### src/rtl/game_flow_ctrl_if.sv
// Game-flow event inputs and status outputs shared between the flow controller
// and the movers/score/renderer blocks around it.
interface game_flow_ctrl_if;
  logic       startOfFrame;
  logic       startKey;
  logic       playerHit;
  logic       levelCleared;
  logic       extraLife;
  logic       gameEnded;
  logic       gamePlaying;
  logic       freeze;
  logic       showTitle;
  logic       newLevel;
  logic       respawn;
  logic [2:0] lives;
  logic [3:0] level;

  modport master (
    output startOfFrame, startKey, playerHit, levelCleared, extraLife,
    input  gameEnded, gamePlaying, freeze, showTitle, newLevel, respawn, lives, level
  );

  modport slave (
    input  startOfFrame, startKey, playerHit, levelCleared, extraLife,
    output gameEnded, gamePlaying, freeze, showTitle, newLevel, respawn, lives, level
  );
endinterface

### src/rtl/game_flow_ctrl.sv
// Game-flow state machine: title, play, death/level pauses timed in frames, game over.
// All outputs are registered from the next-state values.
module game_flow_ctrl #(
  parameter int START_LIVES     = 3,
  parameter int MAX_LEVEL       = 8,
  parameter int DEATH_FRAMES    = 60,
  parameter int LEVEL_FRAMES    = 90,
  parameter int GAMEOVER_FRAMES = 120
) (
  input logic             clk,
  input logic             resetN,
  game_flow_ctrl_if.slave gf
);
  // state        | meaning
  // S_IDLE       | title screen, waiting for a start press
  // S_PLAYING    | normal play
  // S_DYING      | frozen after a hit, counting DEATH_FRAMES
  // S_LEVEL_DONE | frozen after level clear, counting LEVEL_FRAMES
  // S_GAME_OVER  | end screen, press honoured after GAMEOVER_FRAMES
  typedef enum logic [2:0] {
    S_IDLE, S_PLAYING, S_DYING, S_LEVEL_DONE, S_GAME_OVER
  } state_t;

  localparam logic [7:0] DEATH_LAST = 8'(DEATH_FRAMES - 1);
  localparam logic [7:0] LEVEL_LAST = 8'(LEVEL_FRAMES - 1);
  localparam logic [7:0] GO_MIN     = 8'(GAMEOVER_FRAMES);
  localparam logic [2:0] LIVES_INIT = 3'(START_LIVES);
  localparam logic [3:0] LEVEL_TOP  = 4'(MAX_LEVEL);

  state_t     state_q, state_d;
  logic [7:0] cnt_q, cnt_d;
  logic       key_prev_q, key_prev_d;
  logic       key_armed_q, key_armed_d;
  logic [2:0] lives_q, lives_d;
  logic [3:0] level_q, level_d;
  logic       game_ended_q, game_ended_d;
  logic       game_playing_q, game_playing_d;
  logic       freeze_q, freeze_d;
  logic       show_title_q, show_title_d;
  logic       new_level_q, new_level_d;
  logic       respawn_q, respawn_d;
  logic       press, hit_now, lives_live;

  // A key held across reset release must first be seen low before it can count as a press.
  assign press      = gf.startKey & ~key_prev_q & key_armed_q;
  assign hit_now    = (state_q == S_PLAYING) & gf.playerHit;
  assign lives_live = (state_q == S_PLAYING) | (state_q == S_DYING) | (state_q == S_LEVEL_DONE);

  always_ff @(posedge clk or negedge resetN) begin
    if (!resetN) begin
      state_q        <= S_IDLE;
      cnt_q          <= '0;
      key_prev_q     <= 1'b0;
      key_armed_q    <= 1'b0;
      lives_q        <= '0;
      level_q        <= 4'd1;
      game_ended_q   <= 1'b0;
      game_playing_q <= 1'b0;
      freeze_q       <= 1'b0;
      show_title_q   <= 1'b1;
      new_level_q    <= 1'b0;
      respawn_q      <= 1'b0;
    end else begin
      state_q        <= state_d;
      cnt_q          <= cnt_d;
      key_prev_q     <= key_prev_d;
      key_armed_q    <= key_armed_d;
      lives_q        <= lives_d;
      level_q        <= level_d;
      game_ended_q   <= game_ended_d;
      game_playing_q <= game_playing_d;
      freeze_q       <= freeze_d;
      show_title_q   <= show_title_d;
      new_level_q    <= new_level_d;
      respawn_q      <= respawn_d;
    end
  end

  always_comb begin
    state_d = state_q;
    case (state_q)
      S_IDLE:       if (press) state_d = S_PLAYING;
      S_PLAYING: begin
        if (gf.playerHit)         state_d = S_DYING;
        else if (gf.levelCleared) state_d = S_LEVEL_DONE;
      end
      S_DYING:
        if (gf.startOfFrame && cnt_q == DEATH_LAST)
          state_d = (lives_q == 3'd0) ? S_GAME_OVER : S_PLAYING;
      S_LEVEL_DONE:
        if (gf.startOfFrame && cnt_q == LEVEL_LAST) state_d = S_PLAYING;
      S_GAME_OVER:  if (press && cnt_q >= GO_MIN) state_d = S_IDLE;
      default:      state_d = S_IDLE;
    endcase
  end

  always_comb begin
    cnt_d = cnt_q;
    if (state_d != state_q)                        cnt_d = '0;
    else if (gf.startOfFrame && cnt_q != 8'hFF)    cnt_d = cnt_q + 8'd1;

    key_prev_d  = gf.startKey;
    key_armed_d = key_armed_q | ~gf.startKey;

    lives_d = lives_q;
    if (state_q == S_IDLE && state_d == S_PLAYING) begin
      lives_d = LIVES_INIT;
    end else if (lives_live) begin
      if (hit_now && !gf.extraLife)                        lives_d = lives_q - 3'd1;
      else if (!hit_now && gf.extraLife && lives_q != 3'd7) lives_d = lives_q + 3'd1;
    end

    level_d = level_q;
    if (state_q == S_IDLE && state_d == S_PLAYING)
      level_d = 4'd1;
    else if (state_q == S_LEVEL_DONE && state_d == S_PLAYING)
      level_d = (level_q >= LEVEL_TOP) ? 4'd1 : level_q + 4'd1;

    game_ended_d   = (state_d == S_GAME_OVER);
    game_playing_d = (state_d == S_PLAYING);
    freeze_d       = (state_d == S_DYING) || (state_d == S_LEVEL_DONE);
    show_title_d   = (state_d == S_IDLE);
    new_level_d    = (state_d == S_PLAYING) &&
                     (state_q == S_IDLE || state_q == S_LEVEL_DONE);
    respawn_d      = (state_d == S_PLAYING) &&
                     (state_q == S_DYING || state_q == S_LEVEL_DONE);
  end

  assign gf.gameEnded   = game_ended_q;
  assign gf.gamePlaying = game_playing_q;
  assign gf.freeze      = freeze_q;
  assign gf.showTitle   = show_title_q;
  assign gf.newLevel    = new_level_q;
  assign gf.respawn     = respawn_q;
  assign gf.lives       = lives_q;
  assign gf.level       = level_q;
endmodule

### src/flat_wrapper.sv
// flat-port wrapper written by rule: the top's interface ports become plain ports
module game_flow_ctrl_flat 
#(
  parameter int START_LIVES     = 3,
  parameter int MAX_LEVEL       = 8,
  parameter int DEATH_FRAMES    = 60,
  parameter int LEVEL_FRAMES    = 90,
  parameter int GAMEOVER_FRAMES = 120
)
  (clk, resetN, gf_startOfFrame, gf_startKey, gf_playerHit, gf_levelCleared, gf_extraLife, gf_gameEnded, gf_gamePlaying, gf_freeze, gf_showTitle, gf_newLevel, gf_respawn, gf_lives, gf_level);
  game_flow_ctrl_if gf_i ();
  input logic clk;
  input logic resetN;
  input wire logic [$bits(gf_i.startOfFrame)-1:0] gf_startOfFrame;
  input wire logic [$bits(gf_i.startKey)-1:0] gf_startKey;
  input wire logic [$bits(gf_i.playerHit)-1:0] gf_playerHit;
  input wire logic [$bits(gf_i.levelCleared)-1:0] gf_levelCleared;
  input wire logic [$bits(gf_i.extraLife)-1:0] gf_extraLife;
  output wire logic [$bits(gf_i.gameEnded)-1:0] gf_gameEnded;
  output wire logic [$bits(gf_i.gamePlaying)-1:0] gf_gamePlaying;
  output wire logic [$bits(gf_i.freeze)-1:0] gf_freeze;
  output wire logic [$bits(gf_i.showTitle)-1:0] gf_showTitle;
  output wire logic [$bits(gf_i.newLevel)-1:0] gf_newLevel;
  output wire logic [$bits(gf_i.respawn)-1:0] gf_respawn;
  output wire logic [$bits(gf_i.lives)-1:0] gf_lives;
  output wire logic [$bits(gf_i.level)-1:0] gf_level;
  assign gf_i.startOfFrame = gf_startOfFrame;
  assign gf_i.startKey = gf_startKey;
  assign gf_i.playerHit = gf_playerHit;
  assign gf_i.levelCleared = gf_levelCleared;
  assign gf_i.extraLife = gf_extraLife;
  assign gf_gameEnded = gf_i.gameEnded;
  assign gf_gamePlaying = gf_i.gamePlaying;
  assign gf_freeze = gf_i.freeze;
  assign gf_showTitle = gf_i.showTitle;
  assign gf_newLevel = gf_i.newLevel;
  assign gf_respawn = gf_i.respawn;
  assign gf_lives = gf_i.lives;
  assign gf_level = gf_i.level;
  game_flow_ctrl #(.START_LIVES(START_LIVES), .MAX_LEVEL(MAX_LEVEL), .DEATH_FRAMES(DEATH_FRAMES), .LEVEL_FRAMES(LEVEL_FRAMES), .GAMEOVER_FRAMES(GAMEOVER_FRAMES)) u_core (.clk(clk), .resetN(resetN), .gf(gf_i));
endmodule
### config.mk
export PLATFORM = sky130hd
export DESIGN_NAME = game_flow_ctrl_flat
export DESIGN_NICKNAME = d
export VERILOG_FILES = /design/src/rtl/game_flow_ctrl_if.sv /design/src/rtl/game_flow_ctrl.sv /design/src/flat_wrapper.sv
export SDC_FILE = /design/constraint.sdc
export NUM_CORES = 1
export LEC_CHECK = 0
export ABC_AREA = 0
export BUFFER_PORTS_ARGS = -buffer_cell sky130_fd_sc_hd__buf_4
export CAP_MARGIN = 20
export CORE_MARGIN = 10
export CORE_UTILIZATION = 55
export CTS_CLUSTER_SIZE = 40
export DETAILED_ROUTE_END_ITERATION = 16
export MAX_ROUTING_LAYER = met4
export PLACE_DENSITY = 0.77
export SKIP_LAST_GASP = 1
export SLEW_MARGIN = 10
export SYNTH_ARGS = -nofsm -noshare
export SYNTH_HDL_FRONTEND = slang
export SYNTH_SLANG_ARGS = --single-unit
### constraint.sdc
create_clock -name clk -period 2.5 [get_ports clk]
set_input_delay 0.5 -clock clk [delete_from_list [all_inputs] [get_ports clk]]
set_output_delay 0.5 -clock clk [all_outputs]
set_load 0.005 [all_outputs]
==> flow_summary.ini, run 1 <==
[power]
clockPowerShare = 0.213
power_frac_seq = 0.430
internal-power_mw = 0.8751
ir_worst_vdd_uv = 562.9
power.switching_mw = 0.4744
power.switching_fraction = 0.3516
power.share.combinational = 0.357
power_mw = 1.350
leakagePower_nw = 0.7366
power_density_nw_per_um2 = 810.4

[worst_setup_path]
arrival_ns = 2.44
crit_start_category = flip-flop
r2r_end = u_core.gf.lives[2]
crit-reg2reg-launch = u_core.state_q[1]
required_time_at_the_endpoint_of_the_critical_path_ns = 2.76
critical_path_type = flip-flop to flip-flop
critPathCaptureType = flip-flop
reg2reg_setup_slack_ns = 0.31
critical_path.max_fanout = 12
rr_worst_depth = 6

[timing]
max_slew.worst_pin.slew_ns = 0.6013
timing_max_transition_violations_final = 0
report.final.setup_viol = 0
worst_slew_margin_rel = 0.5965
accumulated_negative_setup_slack_ns = 0
max_freq_ghz = 0.4574
final.period_utilization = 0.8744
fin_crit_ns = 2.186
hold_viol = 0
layout_setup_ws_ns = 0.3139
clock_skew_ns = 0.004835
rsz0062_at_grt = false

[clocking]
clockRootBuffer = sky130_fd_sc_hd__clkbuf_4
cts_tree = yes
htree_levels = 1
worst_skew_pair.late_latency_ns = 0.32
cts.clk_slew.worst_paths_ns = 0.14
cts_setup_buffers = 0
cts_hold_repair.buffers = 0
clock_path_buffers = 2
cts_made_buffers = 3
cts_resized = 0
tritoncts_num_sinks = 26

[floorplanning]
coreArea_um2 = 2500
io-pin-count = 20
die_area_um2 = 5097
chip_width_um = 71.39
initial_core_util = 0.5811
floorplan.rows = 18
dieHeight_um = 71.39

[place]
port-buffer-count = 19
preCtsSetupSlack_ns = 0.3603
dpl.hpwl_um = 2295
gp_congestion = 0.9259

[synthesis]
netlist-cell-type-count = 45
synth.cells.most_frequent = 24 x sky130_fd_sc_hd__dfrtp_1, 14 x sky130_fd_sc_hd__nor2_1, 11 x sky130_fd_sc_hd__nand2_1
yosys_most_used_dff = sky130_fd_sc_hd__dfrtp_1
synth.most_common_cell = sky130_fd_sc_hd__dfrtp_1
synth-seq-cells = 26
synth_nets = 154
netlist_instances = 141
synth_seq_area_share = 0.4496
synth_top_area_share = 0.4134
synth.yosys.warnings = 0
synth.top_cells.by_area = sky130_fd_sc_hd__dfrtp_1 41%, sky130_fd_sc_hd__xnor2_1 4.8%, sky130_fd_sc_hd__ha_1 4.3%
async_reset_ff_frac = 1.000
synth_top_cell_by_area = sky130_fd_sc_hd__dfrtp_1
synth.avg_cell_area_um2 = 10.30
synth_edf_count = 0
syn_std_cell_area_um2 = 1453

[routing]
routed-via-count = 1106
drt_pre_antenna_iters = 4
vias_per_cell = 5.821
routed_wire_length_per_instance_um = 15.54
route.final.wire_length_um = 2953
antenna_violating_nets_left = 0
first_iteration_detailed_routing_drc_count = 79
drc = 0

[layout]
areaGrowthSynthToFinish_pct = 14.64
fill_cell_count = 202
seqCellArea_um2 = 653.1
postLayoutCoreUtil = 0.6662
diodes = 0
drive_gt1_frac = 0.2188
finish.net_count = 174
multi_input_comb_area_um2 = 745.7

[worst_hold_path]
holdCritPathClass = primary input to asynchronous set/reset pin

[global_routing]
grt_first_pass_wirelength_um = 5119
grt_max_degree = 27
first_global_vias = 1099
grt_remaining_overflow = 0
grtUsageTotal = 0.1210
initial_antenna_violation_count = 0

[status]
status = complete, no violations

[job]
drv_cap = 0
==> flip-flops by register name, indices dropped and copies added (netlist names), 3 cells and up <==
| signal | count |
|---|---|
| u_core.gf.lives | 3 |
| u_core.cnt_q | 8 |
| u_core.gf.level | 4 |
| u_core.state_q | 3 |
==> power by group through the flow <==
stage               Sequential, mW  Combinational, mW  Clock (mW)
floorplan                    0.569              0.341           0
global placement             0.584              0.466           0
detailed placement           0.590              0.487           0
CTS                          0.581              0.488       0.296
global route                 0.597              0.541       0.309
finish                       0.581              0.481       0.288
==> critical path, cell delays in order (launching register included) <==
cell and delay [ns]:
sky130_fd_sc_hd__dfrtp_1 0.56, sky130_fd_sc_hd__nor2b_1 0.28, sky130_fd_sc_hd__nand3b_1 0.20, sky130_fd_sc_hd__fa_1 0.43
sky130_fd_sc_hd__xnor2_1 0.15, sky130_fd_sc_hd__or3_1 0.35, sky130_fd_sc_hd__a21oi_1 0.15
==> through the flow <==
step / std cells / area, µm² / hold WS, ns
5_1_grt: 190 / 1665 / 0.05579
6_report: 190 / 1665 / 0.05188
3_3_place_gp: 186 / 1613 / 0.4178
4_1_cts: 190 / 1665 / 0.04982
2_1_floorplan: 141 / 1453 / 0.2044
3_5_place_dp: 186 / 1613 / 0.4276
==> routing by layer <==
metal	vias up	routed length [µm]	GRT usage
li1	544	-	-
met1	526	1367	0.1493
met2	30	1374	0.1912
met3	6	159	0.03168
met4	0	51	0.03226
met5	-	0	-
==> cell usage in the layout (no fill, tap or decap), types with 4 or more instances in the layout <==
| master | n |
|---|---|
| sky130_fd_sc_hd__ha_1 | 5 |
| sky130_fd_sc_hd__xnor2_1 | 8 |
| sky130_fd_sc_hd__nand3b_1 | 4 |
| sky130_fd_sc_hd__nand2_1 | 11 |
| sky130_fd_sc_hd__dfrtp_1 | 24 |
| sky130_fd_sc_hd__nand4b_1 | 4 |
| sky130_fd_sc_hd__buf_4 | 19 |
| sky130_fd_sc_hd__inv_1 | 8 |
| sky130_fd_sc_hd__nand3_1 | 4 |
| sky130_fd_sc_hd__nor2_1 | 14 |
| sky130_fd_sc_hd__nor3_1 | 6 |
==> worst max path at each step <==
| stage | from | to | cells past startpoint |
|---|---|---|---|
| finish | u_core.state_q[1] | u_core.gf.lives[2] | 6 |
| global route | u_core.state_q[1] | u_core.gf.lives[2] | 6 |
| CTS | u_core.state_q[2] | u_core.gf.lives[2] | 6 |
| detailed placement | gf_playerHit | u_core.gf.lives[2] | 7 |
| global placement | u_core.state_q[2] | u_core.gf.lives[2] | 6 |
| floorplan | u_core.state_q[1] | u_core.gf.lives[2] | 7 |
==> area by class of cell <==
cell class,count,area share
flip-flops and latches,26,0.3922
multi-input cells,102,0.4478
clock buffers,3,0.01352
well taps,30,0.02254
repair buffers,19,0.08565
inverters,9,0.02029
clock inverters,1,0.01803
==> cells by family (layout without fill, tap and decap cells) <==
family          count (synthesis)  count (layout)  share of synthesized area
xor+xnor                        8               8                    0.04824
flops                          26              26                     0.4496
buf+inv                        13              32                    0.03704
fa+ha+maj                       6               6                    0.05685
simple gates                   64              64                     0.2558
compound gates                 24              24                     0.1525
Note: power is estimated with default switching activity, not from simulation.
==> run 2: changes to the inputs <==
--- a/config.mk
+++ b/config.mk
@@ -5,7 +5,6 @@
 export SDC_FILE = /design/constraint.sdc
 export NUM_CORES = 1
 export LEC_CHECK = 0
-export ABC_AREA = 0
 export BUFFER_PORTS_ARGS = -buffer_cell sky130_fd_sc_hd__buf_4
 export CAP_MARGIN = 20
 export CORE_MARGIN = 10
@@ -14,6 +13,7 @@
 export DETAILED_ROUTE_END_ITERATION = 16
 export MAX_ROUTING_LAYER = met4
 export PLACE_DENSITY = 0.77
+export REMOVE_ABC_BUFFERS = 1
 export SKIP_LAST_GASP = 1
 export SLEW_MARGIN = 10
 export SYNTH_ARGS = -nofsm -noshare
==> constraint.sdc (replaced) <==
create_clock -name clk -period 2.03 [get_ports clk]
set_input_delay 0.406 -clock clk [delete_from_list [all_inputs] [get_ports clk]]
set_output_delay 0.406 -clock clk [all_outputs]
set_load 0.005 [all_outputs]
==> flow_summary.ini, run 2 (same netlist as run 1, synthesis figures left out) <==
[job]
drv_cap = 0

[worst_setup_path]
critical_path.max_fanout = 8
cp.buffers_inverters = 0
crit_chain = ha_1 > and4b_1 > a41o_1 > a2111oi_4 > o22ai_4 > a211oi_2
required_time_at_the_endpoint_of_the_critical_path_ns = 2.28
critical-path-top-delay-family = compound AO/OA/AOI/OAI gates
critical_path_depth = 6
critPathCaptureType = flip-flop
crit_start_category = flip-flop
arrival_ns = 2.19
rr_worst_depth = 6
critical_path.max_stage_delay_ns = 0.41
crit_path_top_delay_cell = sky130_fd_sc_hd__dfrtp_1
critical_path_type = flip-flop to flip-flop

[routing]
route.final.wire_length_um = 3106
antenna_violating_nets_left = 0
drc = 0
drt_pre_antenna_iters = 4
routed_wire_length_per_instance_um = 15.53
vias_per_cell = 5.800
routed-via-count = 1160
first_iteration_detailed_routing_drc_count = 59

[timing]
clock_skew_ns = 0.002084
fin_worst_hold_slack_ns = 0.1954
timing_max_transition_violations_final = 0
max_freq_ghz = 0.5155
worst_slew_margin_rel = 0.6979
fin_crit_ns = 1.940
report.final.setup_viol = 0
hold_viol = 0
final.period_utilization = 0.9555
rsz0062_at_grt = true
max_slew.worst_pin.slew_ns = 0.4528

[clocking]
cts_made_buffers = 3
cts.clk_slew.worst_paths_ns = 0.14
tritoncts_num_sinks = 26
clock_path_buffers = 2
worst_skew_pair.late_latency_ns = 0.32
cts_tree = yes
htree_levels = 1
clockRootBuffer = sky130_fd_sc_hd__clkbuf_4

[status]
status = complete, no violations

[power]
power_frac_seq = 0.412
power.switching_fraction = 0.3507
internal-power_mw = 1.125
power.share.combinational = 0.381
leakagePower_nw = 0.7897
clockPowerShare = 0.207
power.switching_mw = 0.6079
power_density_nw_per_um2 = 981.7
power_mw = 1.733
ir_worst_vdd_uv = 622.9

[place]
port-buffer-count = 19
gp_congestion = 0.8813
placed_cells_incl_taps = 193
post_dp_area_um2 = 1665
dpl.hpwl_um = 2382

[global_routing]
grt_first_pass_wirelength_um = 5292
initial_antenna_violation_count = 0
grt_max_degree = 27
first_global_vias = 1167
grt_remaining_overflow = 0
grtUsageTotal = 0.1263

[floorplanning]
die_area_um2 = 5097
coreArea_um2 = 2500
chip_width_um = 71.39
floorplan.rows = 18
io-pin-count = 20
dieHeight_um = 71.39
initial_core_util = 0.5811

[layout]
number_of_non_filler_instances_in_the_completed_layout = 200
finalInstanceArea_um2 = 1765
finish.net_count = 184
diodes = 0
mostFrequentLayoutCell = sky130_fd_sc_hd__buf_4
fill_cell_count = 174
max_ffs_per_register = 8
drive_gt1_frac = 0.2882
most-common-layout-cells = 28 x sky130_fd_sc_hd__buf_4, 22 x sky130_fd_sc_hd__dfrtp_1, 14 x sky130_fd_sc_hd__nor2_1
areaGrowthSynthToFinish_pct = 21.53
register_with_the_most_flip_flops = u_core.cnt_q
postLayoutCoreUtil = 0.7062

[worst_hold_path]
whs_path_depth = 1
holdCritPathClass = primary input to flip-flop
-- run 2: worst register-to-register path: cells and delay by family (launching register included) --
family	cells	cell delay, ns
compound gates	4	1.03
fa+ha+maj	1	0.24
flops	1	0.41
simple gates	1	0.20
-- run 2: metrics by stage --
| step | setup slack [ns] | setup TNS (ns) |
|---|---|---|
| 3_5_place_dp | 0.05206 | 0 |
| 3_3_place_gp | 0.1007 | 0 |
| 6_report | 0.09030 | 0 |
| 4_1_cts | 0.01682 | 0 |
| 5_1_grt | -0.02470 | -0.04826 |
| 2_1_floorplan | 0.08539 | 0 |
-- run 2: cell type report --
cell class	instances	area, µm²	share of cell area
clock inverter	1	30.03	0.01701
inverter	9	33.78	0.01914
clock buffer	3	22.52	0.01276
multi-input combinational	102	765.7	0.4337
sequential	26	655.6	0.3714
timing repair buffer	29	220.2	0.1247
tap	30	37.54	0.02126
-- run 2: final timing paths --
check	from	end	slack, ns
max	u_core.cnt_q[0]	u_core.cnt_q[1]	0.09
min	gf_startKey	u_core.key_prev_q	0.20
max reg2reg	u_core.cnt_q[0]	u_core.cnt_q[1]	0.09
min reg2reg	u_core.key_armed_q	u_core.key_armed_q	0.50
max in group asynchronous	resetN	u_core.gf.level[0]	1.23
min in group asynchronous	resetN	u_core.gf.lives[2]	0.50
-- run 2: power groups by stage --
stage	Clock, mW	Sequential (mW)	Combinational, mW
after floorplan	0	0.709	0.408
after CTS	0.368	0.717	0.625
after global routing	0.384	0.731	0.739
final	0.358	0.714	0.661
after detailed placement	0	0.728	0.619
after global placement	0	0.722	0.597
-- run 2: timing repair --
item / CTS / global route
hold buffers: 1 / 0
gates resized for setup: 0 / 6
hold endpoints to repair: 24 / 0
buffers inserted: 0 / 2
setup endpoints to repair: 0 / 6
-- run 2: metal layers --
| metal | global-route usage | wire length, µm | vias up |
|---|---|---|---|
| met4 | 0.05591 | 65 | 0 |
| met1 | 0.1469 | 1405 | 567 |
| met3 | 0.02479 | 80 | 6 |
| li1 | - | - | 569 |
| met2 | 0.2059 | 1554 | 18 |
| met5 | - | 0 | - |
==> run 3: changes to the inputs <==
--- a/config.mk
+++ b/config.mk
@@ -7,12 +7,13 @@
 export LEC_CHECK = 0
 export BUFFER_PORTS_ARGS = -buffer_cell sky130_fd_sc_hd__buf_4
 export CAP_MARGIN = 20
-export CORE_MARGIN = 10
+export CORE_MARGIN = 8
 export CORE_UTILIZATION = 55
 export CTS_CLUSTER_SIZE = 40
 export DETAILED_ROUTE_END_ITERATION = 16
 export MAX_ROUTING_LAYER = met4
 export PLACE_DENSITY = 0.77
+export RECOVER_POWER = 50
 export REMOVE_ABC_BUFFERS = 1
 export SKIP_LAST_GASP = 1
 export SLEW_MARGIN = 10
==> flow_summary.ini, run 3 (same netlist as run 1, synthesis figures left out) <==
[status]
status = complete, no violations

[worst_setup_path]
required_time_at_the_endpoint_of_the_critical_path_ns = 2.29
crit_start_category = flip-flop
r2r_end = u_core.cnt_q[5]
critical_path_type = flip-flop to flip-flop
arrival_ns = 2.19
critPathCaptureType = flip-flop
crit_chain = ha_2 > and4b_1 > a41o_1 > a2111oi_4 > o22ai_4 > nor3b_2
critical_path.max_stage_delay_ns = 0.43
critical_path.max_fanout = 8
crit_path_top_delay_cell = sky130_fd_sc_hd__dfrtp_1
reg2reg_setup_slack_ns = 0.10
cp.buffers_inverters = 0
critical-path-top-delay-family = compound AO/OA/AOI/OAI gates
crit-reg2reg-launch = u_core.cnt_q[1]
rr_worst_depth = 6

[power]
clockPowerShare = 0.208
power_density_nw_per_um2 = 998.4
power_frac_seq = 0.413
power.switching_fraction = 0.3582
power.switching_mw = 0.6274
leakagePower_nw = 0.7758
power.share.combinational = 0.379
ir_worst_vdd_uv = 882.5
internal-power_mw = 1.124

[floorplanning]
dieHeight_um = 67.39
io-pin-count = 20
coreArea_um2 = 2500
initial_core_util = 0.5811
die_area_um2 = 4541
chip_width_um = 67.39
floorplan.rows = 18

[place]
dpl.hpwl_um = 2481
port-buffer-count = 19
preCtsSetupSlack_ns = 0.03674
placed_cells_incl_taps = 193
gp_congestion = 0.8796

[clocking]
worst_skew_pair.late_latency_ns = 0.33
clockRootBuffer = sky130_fd_sc_hd__clkbuf_4
cts_made_buffers = 3
clock_path_buffers = 2
tritoncts_num_sinks = 26
htree_levels = 1
cts.clk_slew.worst_paths_ns = 0.16
cts_tree = yes

[global_routing]
grtUsageTotal = 0.1587
grt_max_degree = 27
first_global_vias = 1187
initial_antenna_violation_count = 0
grt_remaining_overflow = 0
grt_first_pass_wirelength_um = 5409

[timing]
accumulated_negative_setup_slack_ns = 0
fin_worst_hold_slack_ns = 0.1991
max_slew.worst_pin.slew_ns = 0.6453
hold_viol = 0
clock_skew_ns = 0.01264
final.period_utilization = 0.9504
timing_max_transition_violations_final = 0
worst_slew_margin_rel = 0.5698
layout_setup_ws_ns = 0.1007
fin_crit_ns = 1.929
max_freq_ghz = 0.5183
report.final.setup_viol = 0
rsz0062_at_grt = true

[layout]
number_of_non_filler_instances_in_the_completed_layout = 199
areaGrowthSynthToFinish_pct = 20.76
most-common-layout-cells = 23 x sky130_fd_sc_hd__buf_4, 23 x sky130_fd_sc_hd__dfrtp_1, 14 x sky130_fd_sc_hd__nor2_1
drive_gt1_frac = 0.2781
postLayoutCoreUtil = 0.7017
diodes = 0
finish.net_count = 183
max_ffs_per_register = 8
register_with_the_most_flip_flops = u_core.cnt_q

[routing]
first_iteration_detailed_routing_drc_count = 54
routed_wire_length_per_instance_um = 16.54
routed-via-count = 1170
drt_pre_antenna_iters = 4
antenna_violating_nets_left = 0
vias_per_cell = 5.879
route.final.wire_length_um = 3291
drc = 0

[worst_hold_path]
hold_path_startpoint = gf_startKey
holdCritPathClass = primary input to flip-flop
hold_path_end = u_core.key_prev_q
whs_path_depth = 1

[job]
drv_cap = 0
run 3: how the worst max path moves through the flow:
stage	startpoint	endpoint	slack (ns)	cells past startpoint
after global placement	u_core.cnt_q[0]	u_core.cnt_q[1]	0.10	6
after detailed placement	u_core.cnt_q[0]	u_core.cnt_q[1]	0.04	6
final	u_core.cnt_q[1]	u_core.cnt_q[5]	0.10	6
after global routing	u_core.cnt_q[1]	u_core.gf.level[3]	-0.005	7
after CTS	u_core.cnt_q[0]	u_core.cnt_q[1]	0.002	6
after floorplan	u_core.state_q[2]	u_core.gf.lives[2]	0.09	6
run 3: area by class of cell:
type                       count  area [µm²]
multi-input combinational    102       765.7
fill                         186       745.7
sequential                    26       654.4
timing repair buffer          28       210.2
tap                           30       37.54
inverter                       9       33.78
clock inverter                 1       30.03
clock buffer                   3       22.52
run 3: metrics by stage:
step	power, mW	instance area [µm²]
final	1.751	1754
after CTS	1.715	1728
after floorplan	1.117	1433
after global placement	1.316	1665
after global routing	1.862	1754
after detailed placement	1.354	1665
run 3: timing repair:
action | 4_1_cts | 5_1_grt
setup buffers | 0 | 1
setup endpoints to repair | 0 | 8
gates resized for setup | 0 | 5
hold buffers | 1 | 0
hold endpoints to repair | 24 | 0
run 3: per-layer routing:
layer	share of wire	vias to the layer above	routed length (µm)	global-route usage
li1	-	563	-	-
met1	0.43	576	1429	0.1850
met2	0.51	23	1666	0.2581
met3	0.035	8	116	0.02483
met4	0.024	0	79	0.08355
met5	0	-	0	-
run 3: power groups by stage:
stage | Clock, mW | Combinational (mW) | Sequential, mW
after floorplan | 0 | 0.408 | 0.709
after global placement | 0 | 0.595 | 0.721
after detailed placement | 0 | 0.622 | 0.732
after CTS | 0.365 | 0.627 | 0.722
after global routing | 0.382 | 0.741 | 0.740
final | 0.365 | 0.664 | 0.723
